`src/rtl/fec_encoder_tx.sv`:
```
// Hamming(16,11) SECDED encoder + MSB-first serializer; frame starts the clock after ack, 16*CYCLES_PER_BIT clocks per frame.
// One-word holding buffer: req is held off (no ack) while it is full; en low freezes acceptance and frame starts only.
module fec_encoder_tx #(
  parameter int CYCLES_PER_BIT = 4
) (
  input  logic        clk,
  input  logic        rst_n,
  input  logic        en,
  input  logic        req,
  input  logic [10:0] data_in,
  output logic        ack,
  output logic        busy,
  output logic        tx_bit,
  output logic        tx_valid,
  output logic        tx_start
);

  localparam int CW = (CYCLES_PER_BIT > 1) ? $clog2(CYCLES_PER_BIT) : 1;
  localparam logic [CW-1:0] CYC_LAST = CW'(CYCLES_PER_BIT - 1);

  typedef enum logic {IDLE, SHIFT} state_t;

  state_t        state;
  logic [15:1]   cw_hi;
  logic [15:0]   cw;
  logic [15:0]   hold;
  logic          hold_valid;
  logic [14:0]   shreg;
  logic [3:0]    bit_cnt;
  logic [CW-1:0] cyc_cnt;
  logic          accept;
  logic          bit_end;
  logic          frame_end;
  logic          load;

  // cw[i] sits at Hamming position i, so each parity bit covers the positions with that index bit set
  assign cw_hi[15:9] = data_in[10:4];
  assign cw_hi[8]    = ^data_in[10:4];
  assign cw_hi[7:5]  = data_in[3:1];
  assign cw_hi[4]    = ^{data_in[10:7], data_in[3:1]};
  assign cw_hi[3]    = data_in[0];
  assign cw_hi[2]    = ^{data_in[10:9], data_in[6:5], data_in[3:2], data_in[0]};
  assign cw_hi[1]    = ^{data_in[10], data_in[8], data_in[6], data_in[4], data_in[3], data_in[1], data_in[0]};
  assign cw          = {cw_hi, ^cw_hi};

  assign accept    = en & req & ~hold_valid & ~ack;
  assign bit_end   = (cyc_cnt == CYC_LAST);
  assign frame_end = (state == SHIFT) & bit_end & (bit_cnt == 4'd0);
  assign load      = hold_valid & en & ((state == IDLE) | frame_end);

  assign busy = hold_valid | tx_valid;

  always_ff @(posedge clk or negedge rst_n) begin
    if (!rst_n) begin
      state      <= IDLE;
      hold       <= '0;
      hold_valid <= 1'b0;
      ack        <= 1'b0;
      shreg      <= '0;
      bit_cnt    <= 4'd0;
      cyc_cnt    <= '0;
      tx_bit     <= 1'b0;
      tx_valid   <= 1'b0;
      tx_start   <= 1'b0;
    end else begin
      ack      <= accept;
      tx_start <= 1'b0;

      // accept and load never coincide: accept needs an empty buffer, load a full one
      if (accept) begin
        hold       <= cw;
        hold_valid <= 1'b1;
      end else if (load) begin
        hold_valid <= 1'b0;
      end

      if (load) begin
        state    <= SHIFT;
        shreg    <= hold[14:0];
        bit_cnt  <= 4'd15;
        cyc_cnt  <= '0;
        tx_bit   <= hold[15];
        tx_valid <= 1'b1;
        tx_start <= 1'b1;
      end else if (state == SHIFT) begin
        if (bit_end) begin
          cyc_cnt <= '0;
          if (bit_cnt == 4'd0) begin
            state    <= IDLE;
            shreg    <= '0;
            tx_bit   <= 1'b0;
            tx_valid <= 1'b0;
          end else begin
            bit_cnt <= bit_cnt - 4'd1;
            shreg   <= {shreg[13:0], 1'b0};
            tx_bit  <= shreg[14];
          end
        end else begin
          cyc_cnt <= cyc_cnt + 1'b1;
        end
      end
    end
  end

endmodule

```
`config.mk`:
```
export PLATFORM = sky130hd
export DESIGN_NAME = fec_encoder_tx
export DESIGN_NICKNAME = d
export VERILOG_FILES = /design/src/rtl/fec_encoder_tx.sv
export SDC_FILE = /design/constraint.sdc
export NUM_CORES = 1
export LEC_CHECK = 0
export CAP_MARGIN = 5
export CORE_MARGIN = 2
export CORE_UTILIZATION = 53
export DETAILED_ROUTE_END_ITERATION = 8
export GPL_TIMING_DRIVEN = 0
export HOLD_SLACK_MARGIN = 0.05
export PLACE_DENSITY = 0.75
export SYNTH_ARGS = -nofsm -noshare
export SYNTH_HDL_FRONTEND = slang
export SYNTH_SLANG_ARGS = --single-unit
```
`constraint.sdc`:
```
create_clock -name clk -period 3.4 [get_ports clk]
set_clock_uncertainty 0.1 [all_clocks]
set_input_delay 0.68 -clock clk [delete_from_list [all_inputs] [get_ports clk]]
set_output_delay 0.68 -clock clk [all_outputs]
set_load 0.005 [all_outputs]
```
==> flow_metrics.tcl <==
set metrics [dict create \
    totalNegativeSetupSlack_ns 0 \
    synth-edff-count 0 \
    avgSynthCellArea_um2 9.83 \
    ys_ff_latch 43 \
    crit_buf_inv 1 \
    via_count 1559 \
    synth_top_area_share 0.521 \
    relSlewSlack 0.672 \
    max_stage_delay_ns 0.50 \
    reg2reg_slack_ns 1.15 \
    final_cells 286 \
    synth_area_um2 2060 \
    post_cts_resize_count 0 \
    dp.cells 278 \
    drc 0 \
    cp_max_fo 4 \
    gr-usage-all-layers 0.213 \
    hold_path_class "in -> async" \
    worst_skew_pair.late_latency_ns 0.30 \
    totalWireLength_um 3940 \
    cpLargestDelayFamily "XOR/XNOR gates" \
    r2r_start "bit_cnt[0]" \
    cap_violations 0 \
    crit_chain "clkdlybuf4s50_1 -> xnor2_2 -> xnor3_1 -> xnor3_1 -> o21ai_1" \
    yosys.area.top_type "dfrtp_1" \
    setup_slack_ns 1.07 \
    cp-end-kind "flip-flop" \
    cts_tree "yes" \
    fin_crit_ns 2.33 \
    dp_slack_ns 0.761 \
    cts.clk_slew.worst_paths_ns 0.08 \
    hpwl_um 2870 \
    async_flop_share 1.00 \
    ys.flop_type "dfrtp_1" \
    post_route_cells_drive_above_1_share 0.0672 \
    r2r_end "shreg[4]" \
    rsz0062_at_grt "no" \
    start_util 0.556 \
    synth_cell_types 30 \
    cellPowerDensity_nw_per_um2 772 \
    required_ns 3.53 \
    finalHoldViolCount 0 \
    fin_crit_sh 0.685 \
    outcome "completed" \
    slowest_stage "clkdlybuf4s50_1" \
    startpoint_type "input port" \
    numCtsBuffers 5 \
    clockBufferDepth 2 \
    core_um2 3720 \
    grt_pass1_vias 1476 \
    hold_ws_ns 0.237 \
    fin_nets 254 \
    cts_setup_buffers 0 \
    gr-total-overflow 0 \
    grt_max_degree 24 \
    drv_slew 0 \
    worst_pin_slew_ns 0.492 \
    worst-path-stages 5 \
    cp.arrival_ns 2.46 \
    r2r_cells 7 \
    n_antenna_cell 0 \
    portBuffers 19 \
    timing.fmax_mhz 429 \
    cp_common_cell "xnor3_1" \
    cts_root_buf "clkbuf_8" \
    drt-initial-drc-count 79 \
    fp-row-count 22 \
    setup.worst_path.end "hold[0]" \
    routedWlPerCell_um 13.8 \
    hold_buffers 0 \
    worstSetupPathType "in -> reg" \
    gp_congestion 0.791 \
    ys_top_cells_by_area "dfrtp_1, nand2_1, a22oi_1, xnor3_1, a21oi_1" \
    synth-seq-area-share 0.521 \
    drt_first_pass_iters 4 \
    p_leak_nw 1.17 \
    pin_count 20 \
    antenna_found_initial 0 \
    htreeDepth 2 \
    ant_nets 0 \
    die_area_um2 4410 \
    grt_pass1_wl_um 6910 \
    syn2layout_area_growth_pct 19.6 \
    worstSetupStartpoint "data_in[10]" \
    die_x_um 66.4 \
    syn_nets 227 \
    via_per_inst 5.45 \
    synth_warnings 0 \
    clock-sinks 43 \
    finalSetupViolCount 0 \
    peakVddDrop_v 0.000425 \
    die_y_um 66.4 \
    fin_total_pwr_mw 1.91 \
    syn_inst 210 \
]
==> layout by cell type, fill, tap and decap left out, types with 5 or more instances in the layout <==
cell type,n
o21ai_0,10
clkdlybuf4s50_1,18
a22oi_1,18
nor2_1,18
xnor2_1,8
clkbuf_1,9
inv_1,6
xnor3_1,5
nand2_1,50
dfrtp_1,43
a21oi_1,20
clkbuf_8,5
==> per-stage QoR <==
| stage | utilization | cell area [um^2] |
|---|---|---|
| CTS | 0.665 | 2470 |
| finish | 0.665 | 2470 |
| global route | 0.665 | 2470 |
| floorplan | - | 2060 |
| global placement | 0.623 | 2310 |
| detailed placement | 0.629 | 2340 |
==> synthesized netlist by cell type (2+ instances only) <==
cell type  instances
xor2_1             2
xnor2_1            8
o22a_1             2
a21oi_1           20
dfrtp_1           43
o21ai_0           10
nor2_1            18
a22oi_1           18
clkbuf_1           8
nand2_1           50
inv_1              6
nand3_1            2
xnor3_1            5
ha_1               2
==> layout make-up <==
cell class | instances | area [um^2]
inverter | 6 | 22.5
fill | 320 | 1250
tap | 48 | 60.1
timing repair buffer | 20 | 213
clock buffer | 6 | 72.6
clock inverter | 2 | 60.1
sequential | 43 | 1080
buffer | 10 | 42.5
multi-input combinational | 151 | 923
==> state kept, by name, indices dropped and copies added (netlist names) <==
signal and flops:
ack 1, bit_cnt 4, cyc_cnt 2, hold 16
hold_valid 1, shreg 15, state 1, tx_bit 1
tx_start 1, tx_valid 1
==> metal layers <==
layer | up-vias | global-route usage | part of all wire
li1 | 764 | - | -
met1 | 745 | 0.291 | 0.48
met2 | 46 | 0.329 | 0.46
met3 | 4 | 0.0545 | 0.050
met4 | 0 | 0.0740 | 0.010
met5 | - | 0 | 0
==> report_power, final <==
group	internal [mW]	leakage [nW]	switching, mW
Sequential	0.724	0.493	0.135
Clock	0.293	0.0654	0.173
Combinational	0.279	0.613	0.302
==> worst min path at each step <==
stage,from,to,slack (ns),cells after the start
finish,rst_n,bit_cnt[3],0.24,1
global route,rst_n,bit_cnt[3],0.28,1
CTS,rst_n,bit_cnt[3],0.25,1
detailed placement,hold[14],hold[14],0.37,2
global placement,hold[7],hold[7],0.36,2
floorplan,rst_n,ack,0.28,0
==> cells by family after synthesis <==
logic type | Yosys count | synth area share
fa+ha+maj | 2 | 0.0121
simple gates | 78 | 0.156
flops | 43 | 0.521
xor+xnor | 17 | 0.118
buf+inv | 16 | 0.0315
compound gates | 54 | 0.161
Note: power is estimated with default switching activity, not from simulation.
